[src/rtl/index_register_file.sv]
// Parametrised index/loop-counter register file: two combinational read ports, write, in-place increment with wrap flag, and sequential clear sweep.
// Optional macro INDEX_REGISTER_FILE_BYPASS_EN forwards same-cycle write data to matching read ports.
module index_register_file #(
    parameter int WIDTH = 4,
    parameter int AW    = 4
) (
    input  logic             CLK,
    input  logic             RST,
    input  logic             S,
    input  logic [AW-1:0]    W_ADDR,
    input  logic [WIDTH-1:0] W_DATA,
    input  logic             INC,
    input  logic [AW-1:0]    INC_ADDR,
    input  logic             CLR,
    input  logic [AW-1:0]    RA_ADDR,
    output logic [WIDTH-1:0] RA_DATA,
    input  logic [AW-1:0]    RB_ADDR,
    output logic [WIDTH-1:0] RB_DATA,
    output logic             BUSY,
    output logic             INC_WRAP
);

    localparam int DEPTH = 2**AW;

    typedef enum logic {IDLE, SWEEP} state_t;

    state_t           state_q, state_d;
    logic [AW-1:0]    ptr_q, ptr_d;
    logic             busy_q, busy_d;
    logic             inc_wrap_q, inc_wrap_d;
    logic [WIDTH-1:0] mem_q [DEPTH];
    logic [WIDTH-1:0] mem_d [DEPTH];
    logic             wr_en;
    logic             inc_en;

    always_comb begin
        state_d    = state_q;
        ptr_d      = ptr_q;
        busy_d     = busy_q;
        inc_wrap_d = 1'b0;
        mem_d      = mem_q;
        wr_en      = 1'b0;
        inc_en     = 1'b0;
        case (state_q)
            IDLE: begin
                if (CLR) begin
                    state_d = SWEEP;
                    ptr_d   = '0;
                    busy_d  = 1'b1;
                end else begin
                    wr_en  = S;
                    // A write to the same entry overrides the increment entirely.
                    inc_en = INC && !(S && (W_ADDR == INC_ADDR));
                end
            end
            SWEEP: begin
                mem_d[ptr_q] = '0;
                ptr_d        = ptr_q + AW'(1);
                if (ptr_q == AW'(DEPTH - 1)) begin
                    state_d = IDLE;
                    busy_d  = 1'b0;
                end
            end
            default: begin
                state_d = IDLE;
                busy_d  = 1'b0;
            end
        endcase
        if (inc_en) begin
            mem_d[INC_ADDR] = mem_q[INC_ADDR] + WIDTH'(1);
            inc_wrap_d      = &mem_q[INC_ADDR];
        end
        if (wr_en) begin
            mem_d[W_ADDR] = W_DATA;
        end
    end

    always_ff @(posedge CLK or posedge RST) begin
        if (RST) begin
            state_q    <= IDLE;
            ptr_q      <= '0;
            busy_q     <= 1'b0;
            inc_wrap_q <= 1'b0;
            for (int i = 0; i < DEPTH; i++) begin
                mem_q[i] <= '0;
            end
        end else begin
            state_q    <= state_d;
            ptr_q      <= ptr_d;
            busy_q     <= busy_d;
            inc_wrap_q <= inc_wrap_d;
            for (int i = 0; i < DEPTH; i++) begin
                mem_q[i] <= mem_d[i];
            end
        end
    end

    assign BUSY     = busy_q;
    assign INC_WRAP = inc_wrap_q;

`ifdef INDEX_REGISTER_FILE_BYPASS_EN
    logic fwd_ok;
    assign fwd_ok  = S && !busy_q && !CLR;
    assign RA_DATA = (fwd_ok && (RA_ADDR == W_ADDR)) ? W_DATA : mem_q[RA_ADDR];
    assign RB_DATA = (fwd_ok && (RB_ADDR == W_ADDR)) ? W_DATA : mem_q[RB_ADDR];
`else
    assign RA_DATA = mem_q[RA_ADDR];
    assign RB_DATA = mem_q[RB_ADDR];
`endif

endmodule

[config.mk]
export PLATFORM = sky130hd
export DESIGN_NAME = index_register_file
export DESIGN_NICKNAME = d
export VERILOG_FILES = /design/src/rtl/index_register_file.sv
export SDC_FILE = /design/constraint.sdc
export NUM_CORES = 1
export LEC_CHECK = 0
export CORE_MARGIN = 5
export CORE_UTILIZATION = 45
export CTS_CLUSTER_DIAMETER = 200
export DETAILED_ROUTE_END_ITERATION = 7
export PLACE_DENSITY = 0.75
export SYNTH_ARGS = -nofsm -noshare
export SYNTH_HDL_FRONTEND = slang
export SYNTH_SLANG_ARGS = --single-unit
[constraint.sdc]
create_clock -name CLK -period 3.3 [get_ports CLK]
set_input_delay 0.66 -clock CLK [delete_from_list [all_inputs] [get_ports CLK]]
set_output_delay 0.66 -clock CLK [all_outputs]
set_load 0.03 [all_outputs]
==> impl_metrics.json, run 1 <==
{
  "syn_nets": 554,
  "htree_levels": 3,
  "synthFlopType": "dfrtp_1",
  "crit_family": "multiplexers",
  "synth.avg_cell_area_sq_um": 10.2,
  "viasPerCell": 7.19,
  "multi_input_area_sq_um": 3360,
  "fp.dieH_um": 119,
  "r2r_cells": 6,
  "cp_slowest_stage_delay_ns": 0.52,
  "cpMostUsedCell": "mux4_2",
  "dpl.hpwl_um": 13800,
  "grt_start_max_net_pins": 48,
  "drc": 0,
  "synth_area_sq_um": 5340,
  "wire_per_inst_um": 25.4,
  "clkTransAtPathRegs_ns": 0.06,
  "power.density_nw_per_um2": 610,
  "end_kind": "output port",
  "period_minus_slack_ns": 3.22,
  "clk_latency_ns": 0.34,
  "worst_ep_arrival_time_ns": 2.56,
  "setup_viol": 0,
  "required_ns": 2.64,
  "finClkSkew_ns": 0.00555,
  "report.final.hold_viol_count": 0,
  "layout-drive-gt1-share_pct": 24.7,
  "path_class": "primary input to output port",
  "yosysWarnings": 0,
  "cts_tree": "built",
  "seq_area_frac_synth_pct": 33.3,
  "netlist_instances": 524,
  "synth_cell_types": 46,
  "antenna_cells": 0,
  "grt_pass1_vias": 5085,
  "peakVddDrop_mv": 0.306,
  "crit_path_top_delay_cell": "clkdlybuf4s50_1",
  "power_mw": 3.87,
  "cts_buffers": 9,
  "vias": 5199,
  "worst_slew_pin_slew_ns": 0.902,
  "crit_chain": "clkdlybuf4s50_1 > buf_12 > mux4_2 > mux4_2 > buf_2",
  "leakagePower_nw": 2.61,
  "synth-async-reset-ratio_pct": 100,
  "maxCapViolations": 0,
  "path_depth": 5,
  "fmax_ghz": 0.310,
  "hp-class": "flip-flop to flip-flop",
  "wl_um": 18400,
  "rsz0062_at_grt": "no",
  "finalCritPeriodShare_pct": 97.6,
  "path_max_fanout": 16,
  "grt_pass1_wl_um": 28700,
  "fin_nets": 605,
  "min_from": "BUSY",
  "ios": 35,
  "place_ws_ns": -0.347,
  "status": "complete, no violations",
  "place_area_sq_um": 6110,
  "initial_core_util_pct": 46.4,
  "rr_startpoint": "mem_q[12]",
  "timing.rr.end": "mem_q[11]",
  "slew-limit-headroom_pct": 39.7,
  "ant_nets": 0,
  "gp_congestion": 1.01,
  "dieWidth_um": 119,
  "clock-sinks": 71,
  "dieArea_sq_um": 14100,
  "timing.critical_path.buf_inv": 3,
  "synth_edf_count": 0,
  "area_growth_pct": 18.8,
  "io_buffers": 34,
  "seq_area_sq_um": 1780,
  "grt_overflow": 0,
  "antenna_found_initial": 0,
  "cp-start-kind": "primary input",
  "hold_buffers": 0,
  "num-fill-cells": 980,
  "fin_ws_ns": 0.0794,
  "ys_seq_elements": 71,
  "dr.first_iter.drc_count": 913,
  "rows": 39,
  "holdPathEnd": "BUSY",
  "holdPathStages": 1,
  "cts_root_buffer": "clkbuf_16",
  "drt_pass1_iterations": 5,
  "slew_viol_final": 0,
  "design_area_sq_um": 6340,
  "rrSetupSlack_ns": 0.73,
  "coreArea_sq_um": 11500,
  "track_usage_pct": 26.3,
  "clockBufferDepth": 2
}
## through the flow
step	TNS, ns	util, %	hold WS (ns)	std cells
floorplan	0	-	0.518	524
global placement	-3.15	53.0	0.492	707
detailed placement	-4.41	53.0	0.500	707
CTS	0	55.1	0.518	723
global route	0	55.1	0.539	723
finish	0	55.1	0.519	723
## layout by cell type (no fill, tap or decap), types with 3 or more instances in the layout
cell type / n
and3_1: 5
and4b_1: 5
mux2i_1: 3
nand2b_1: 11
xor2_1: 3
or3_1: 3
xnor2_1: 4
nand3_1: 28
nand2_1: 50
o211ai_1: 17
o221ai_1: 6
nor2_1: 54
ha_1: 5
clkbuf_16: 9
o21ai_1: 18
inv_1: 8
o21ai_0: 10
or2_2: 3
a221o_1: 5
a22o_1: 3
buf_4: 40
buf_2: 8
clkdlybuf4s50_1: 26
nor2b_1: 8
mux4_2: 58
buf_12: 6
a21oi_1: 22
a311oi_1: 4
dfrtp_1: 71
mux2_2: 9
nand4_1: 12
nor3_1: 14
a31oi_1: 27
## cells by family after synthesis
group	count (synthesis)	share of synthesized area, %
fa+ha+maj	5	1.17
compound gates	119	14.4
mux	71	27.1
buf+inv	49	3.87
flops	71	33.3
xor+xnor	9	1.97
simple gates	200	18.2
## synth_stat cells, types with 10 or more instances
cell,instances,area share [%]
dfrtp_1,71,33
a21oi_1,22,2.1
nor3_1,14,1.3
o21ai_1,18,1.7
nor2_1,54,3.8
nand2b_1,11,1.3
mux4_2,58,24
clkbuf_1,28,2.0
a31oi_1,27,3.2
nand2_1,50,3.5
nand4_1,12,1.4
o211ai_1,17,2.4
o21ai_0,10,0.94
nand3_1,28,2.6
## where the power goes
part           leakage, nW  switching (mW)  internal, mW
clock network        0.132           0.390         0.528
registers            0.965           0.386          1.10
logic                 1.52           0.753         0.717
total                 2.61            1.53          2.34
## final cells by class
class / instances / share of cell area (%)
multi-input combinational: 404 / 52.9
clock inverter: 5 / 0.533
timing repair buffer: 80 / 11.4
clock buffer: 11 / 3.83
inverter: 9 / 0.533
sequential: 71 / 28.0
tap: 143 / 2.82
## state kept, by name, indices dropped and copies added (netlist names)
name      count
BUSY          1
INC_WRAP      1
mem_q        64
ptr_q         4
state_q       1
## worst max path at each step
stage / end / from / slack [ns]
floorplan: mem_q[17] / INC_ADDR[0] / 0.07
global placement: RA_DATA[2] / RA_ADDR[0] / -0.31
detailed placement: RB_DATA[1] / RB_ADDR[0] / -0.35
CTS: RA_DATA[0] / RA_ADDR[0] / 0.07
global route: RA_DATA[1] / RA_ADDR[0] / 0.03
finish: RA_DATA[0] / RA_ADDR[0] / 0.08
## layer usage
metal  vias up  GRT usage, %  wire, um
met5         -             0         0
met4         0          14.4      1010
met3        85          7.73      2290
met2       444          40.1      8220
met1      2536          33.9      6850
li1       2134             -         -
## timing repair
item,4_1_cts,5_1_grt
hold endpoints to repair,0,0
endpoints found under the setup margin,8,0
resized for setup,40,0
setup buffers,0,0
Power figures use the tool's default switching activity.
==> run 2: changes to the inputs <==
--- a/config.mk
+++ b/config.mk
@@ -13,3 +13,4 @@
 export SYNTH_ARGS = -nofsm -noshare
 export SYNTH_HDL_FRONTEND = slang
 export SYNTH_SLANG_ARGS = --single-unit
+export TNS_END_PERCENT = 30
==> run 2 against run 1 <==
Against the previous run:
- largest power group unchanged
- sequential power is essentially flat
- the run now ends with setup timing left
- count of clock-buffer cells in the layout shrank 1
- non-clock buffer count fell by 2
- critical path depth did not move
- final cell count down 0.28%
- highest routed layer unchanged
==> impl_metrics.json, run 2 (synthesized netlist as in run 1, its figures left out) <==
{
  "status": "finished, violations left",
  "failed_checks": "setup timing",
  "finClkSkew_ns": 0.0120,
  "clkTransAtPathRegs_ns": 0.06,
  "dpl.cell_count": 704,
  "slew-limit-headroom_pct": 37.4,
  "cp_slowest_stage_delay_ns": 0.52,
  "ios": 35,
  "grt_start_max_net_pins": 43,
  "fp.dieH_um": 119,
  "dpl.hpwl_um": 14000,
  "htree_levels": 3,
  "finalCritPeriodShare_pct": 101,
  "layoutNonFillerInstCount": 721,
  "place_area_sq_um": 6060,
  "worst_slew_pin_slew_ns": 0.936,
  "dieArea_sq_um": 14100,
  "drc": 0,
  "gp_congestion": 0.952,
  "coreArea_sq_um": 11500,
  "min_from": "BUSY",
  "rsz0062_at_grt": "yes",
  "viasPerCell": 7.21,
  "grt_overflow": 0,
  "crit_chain": "clkdlybuf4s50_1 > buf_12 > mux4_2 > mux4_2 > clkdlybuf4s15_2",
  "num-fill-cells": 984,
  "hp-class": "flip-flop to flip-flop",
  "required_ns": 2.64,
  "worst_ep_arrival_time_ns": 2.66,
  "rows": 39,
  "vias": 5196,
  "crit_path_top_delay_cell": "mux4_2",
  "leakagePower_nw": 2.61,
  "largest_reg_flops": 64,
  "initial_core_util_pct": 46.4,
  "largestRegisters": "mem_q (64), ptr_q (4)",
  "period_minus_slack_ns": 3.32,
  "cts_tree": "built",
  "wl_um": 18800,
  "rr_startpoint": "mem_q[20]",
  "wire_per_inst_um": 26.1,
  "antenna_found_initial": 0,
  "clock-sinks": 71,
  "maxCapViolations": 0,
  "cp-start-kind": "primary input",
  "cts_root_buffer": "clkbuf_16",
  "power.density_nw_per_um2": 616,
  "power_mw": 3.93,
  "clockBufferDepth": 2,
  "track_usage_pct": 27.2,
  "seq_area_sq_um": 1780,
  "path_class": "primary input to output port",
  "post_cts.repair.setup_buffers": 0,
  "design_area_sq_um": 6380,
  "dr.first_iter.drc_count": 899,
  "dieWidth_um": 119,
  "end_kind": "output port",
  "area_growth_pct": 19.5,
  "fin_ws_ns": -0.0179,
  "cpMostUsedCell": "mux4_2",
  "report.final.hold_viol_count": 0,
  "layout-drive-gt1-share_pct": 24.6,
  "ant_nets": 0,
  "fmax_ghz": 0.301,
  "slew_viol_final": 0,
  "cts_buffers": 9,
  "drt_pass1_iterations": 5,
  "grt_pass1_wl_um": 29300,
  "path_max_fanout": 16,
  "layout_commonest_cell": "dfrtp_1",
  "setup.worst_path.start": "RB_ADDR[0]",
  "grt_pass1_vias": 5000,
  "setup_viol": 2,
  "antenna_cells": 0,
  "peakVddDrop_mv": 0.461,
  "place_ws_ns": -0.367,
  "multi_input_area_sq_um": 3360,
  "top_register": "mem_q",
  "hold_buffers": 0,
  "clk_latency_ns": 0.35,
  "fin_nets": 603,
  "final_cell_mix": "dfrtp_1 (71), mux4_2 (58), nor2_1 (54), nand2_1 (50), buf_4 (39)",
  "io_buffers": 34
}
-- run 2: final timing paths --
| path | endpoint | slack [ns] | cells after the start |
|---|---|---|---|
| max | RB_DATA[3] | -0.02 | 5 |
| min | BUSY | 0.50 | 1 |
| max reg2reg | mem_q[63] | 0.65 | 6 |
| min reg2reg | BUSY | 0.50 | 1 |
| max in group asynchronous | mem_q[20] | 1.70 | 3 |
| min in group asynchronous | mem_q[42] | 0.84 | 2 |
-- run 2: routing by layer --
metal	vias up	track usage (%)	wire, um
li1	2125	-	-
met3	110	9.81	2810
met2	504	39.8	8240
met5	-	0	0
met1	2457	35.5	6780
met4	0	14.5	1010
-- run 2: repair_timing --
action,in CTS,in global routing
setup endpoints to repair,8,12
gates resized for setup,28,2
gates cloned,0,1
endpoints found under the hold margin,0,0
-- run 2: final cells by class --
class	instances	share of cell area, %
multi-input cells	404	52.7
flip-flops and latches	71	27.8
inverters	9	0.529
clock inverters	6	0.961
well taps	143	2.80
clock buffers	10	3.59
repair buffers	78	11.6
-- run 2: stage by stage --
stage          hold WS [ns]  util [%]  TNS [ns]
6_report              0.503      55.4   -0.0209
5_1_grt               0.539      55.4    -0.144
4_1_cts               0.505      55.1   -0.0946
3_5_place_dp          0.487      52.6     -6.74
3_3_place_gp          0.483      52.6     -5.89
2_1_floorplan         0.518         -    -0.231
-- run 2: power by group --
group	internal, mW	total [mW]	leakage (nW)	switching, mW
clock	0.582	0.963	0.142	0.381
sequential	1.09	1.51	0.965	0.411
combinational	0.716	1.46	1.51	0.745
-- run 2: critical path: cells and delay by family --
kind	cells	cell delay, ns
buffers and inverters	3	0.97
multiplexers	2	1.00
==> run 3: changes to the inputs <==
--- a/config.mk
+++ b/config.mk
@@ -13,4 +13,4 @@
 export SYNTH_ARGS = -nofsm -noshare
 export SYNTH_HDL_FRONTEND = slang
 export SYNTH_SLANG_ARGS = --single-unit
-export TNS_END_PERCENT = 30
+export TNS_END_PERCENT = 20
==> run 3 against run 2 <==
Against the previous run:
- the flow still finishes with violations (setup timing)
- combinational power hardly changed
- clock power hardly changed
- worst setup slack improved by 0.0026 ns
- die area stayed put
- clock skew decreased by 0.00059 ns
- routed wire length shrank 0.66%
- sequential power barely moved
- critical path type unchanged
==> impl_metrics.json, run 3 (synthesized netlist as in run 1, its figures left out) <==
{
  "status": "finished, violations left",
  "failed_checks": "setup timing",
  "timing.critical_path.buf_inv": 3,
  "cpMostUsedCell": "mux4_2",
  "area_growth_pct": 19.6,
  "dr.first_iter.drc_count": 1010,
  "fp.dieH_um": 119,
  "io_buffers": 34,
  "place_ws_ns": -0.367,
  "report.final.hold_viol_count": 0,
  "vias": 5192,
  "grt_pass1_wl_um": 29300,
  "drt_pass1_iterations": 6,
  "cts_buffers": 9,
  "rrSetupSlack_ns": 0.63,
  "gp_congestion": 0.952,
  "rr_startpoint": "mem_q[20]",
  "layoutNonFillerInstCount": 721,
  "largest_reg_flops": 64,
  "finClkSkew_ns": 0.0114,
  "path_depth": 5,
  "path_class": "primary input to output port",
  "fin_ws_ns": -0.0154,
  "peakVddDrop_mv": 0.462,
  "dpl.cell_count": 704,
  "slew-limit-headroom_pct": 35.5,
  "clkTransAtPathRegs_ns": 0.06,
  "setup.worst_path.start": "RB_ADDR[0]",
  "dieWidth_um": 119,
  "crit_family": "multiplexers",
  "r2r_cells": 6,
  "grt_overflow": 0,
  "worst_slew_pin_slew_ns": 0.965,
  "endpoint": "RB_DATA[3]",
  "path_max_fanout": 16,
  "maxCapViolations": 0,
  "antenna_found_initial": 0,
  "setup_viol": 3,
  "post_cts.repair.setup_buffers": 0,
  "clk_latency_ns": 0.35,
  "worst_ep_arrival_time_ns": 2.66,
  "wire_per_inst_um": 25.9,
  "ios": 35,
  "grt_pass1_vias": 4997,
  "layout-drive-gt1-share_pct": 24.6,
  "final_cell_mix": "dfrtp_1 (71), mux4_2 (58), nor2_1 (54), nand2_1 (50), buf_4 (39)",
  "slew_viol_final": 0,
  "design_area_sq_um": 6390,
  "top_layer_used": "met4",
  "finalCritPeriodShare_pct": 100,
  "grt_start_max_net_pins": 43,
  "htree_levels": 3,
  "antenna_cells": 0,
  "rsz0062_at_grt": "yes",
  "seq_area_sq_um": 1780,
  "ant_nets": 0,
  "power.density_nw_per_um2": 615,
  "crit_chain": "clkdlybuf4s50_1 > buf_12 > mux4_2 > mux4_2 > clkdlybuf4s15_2",
  "largestRegisters": "mem_q (64), ptr_q (4)",
  "power_mw": 3.93,
  "cts_tree": "built",
  "dr_wl_met2_um": 8120,
  "crit_path_top_delay_cell": "mux4_2",
  "rows": 39,
  "end_kind": "output port",
  "num-fill-cells": 983,
  "place_area_sq_um": 6060,
  "cp-start-kind": "primary input",
  "wl_met3_um": 2910,
  "fin_setup_tns_ns": -0.0219,
  "track_usage_pct": 27.2,
  "dpl.hpwl_um": 14000,
  "clock-sinks": 71,
  "viasPerCell": 7.20,
  "clockBufferDepth": 2,
  "coreArea_sq_um": 11500,
  "initial_core_util_pct": 46.4,
  "cp_slowest_stage_delay_ns": 0.52,
  "drc": 0,
  "layout_commonest_cell": "dfrtp_1",
  "fmax_ghz": 0.302,
  "multi_input_area_sq_um": 3360,
  "period_minus_slack_ns": 3.32,
  "dieArea_sq_um": 14100,
  "cts_root_buffer": "clkbuf_16",
  "timing.rr.end": "mem_q[63]",
  "top_register": "mem_q",
  "leakagePower_nw": 2.61,
  "required_ns": 2.64,
  "drt-met1-wl_um": 6570,
  "hp-class": "flip-flop to flip-flop",
  "fin_nets": 603,
  "wl_um": 18700
}
run 3: changes by cell type in the layout (fill, tap and decap cells not counted):
cell             delta
buf_2               -1
clkdlybuf4s15_2     +1
run 3: power breakdown:
group / switching, mW / internal, mW / total, mW / leakage [nW]
sequential: 0.411 / 1.09 / 1.51 / 0.965
combinational: 0.741 / 0.718 / 1.46 / 1.51
clock: 0.381 / 0.582 / 0.963 / 0.142
total: 1.53 / 2.40 / 3.93 / 2.61
run 3: final cells by class:
cell class / count / share of cell area (%)
clock buffers: 10 / 3.58
repair buffers: 78 / 11.7
flip-flops and latches: 71 / 27.8
multi-input cells: 404 / 52.7
inverters: 9 / 0.529
well taps: 143 / 2.80
clock inverters: 6 / 0.960
run 3: repair_timing:
| action | 4_1_cts | 5_1_grt |
|---|---|---|
| hold buffers | 0 | 0 |
| cloned | 0 | 1 |
| endpoints found under the setup margin | 8 | 13 |
| gates resized for setup | 26 | 2 |
run 3: metrics by stage:
stage          hold WS [ns]  util (%)
2_1_floorplan         0.518         -
3_3_place_gp          0.483      52.6
3_5_place_dp          0.487      52.6
4_1_cts               0.505      55.2
5_1_grt               0.539      55.5
6_report              0.503      55.5
run 3: routing by layer:
layer / vias to the layer above / global-route usage, %
met5: - / 0
met4: 0 / 14.5
met3: 111 / 9.81
met2: 482 / 39.8
met1: 2471 / 35.5
li1: 2128 / -
run 3: worst min path at each step:
stage	startpoint	endpoint	slack, ns	cells after the start
floorplan	mem_q[23]	mem_q[23]	0.52	2
global placement	BUSY	BUSY	0.48	1
detailed placement	BUSY	BUSY	0.49	1
CTS	BUSY	BUSY	0.51	1
global route	BUSY	BUSY	0.54	1
finish	BUSY	BUSY	0.50	1
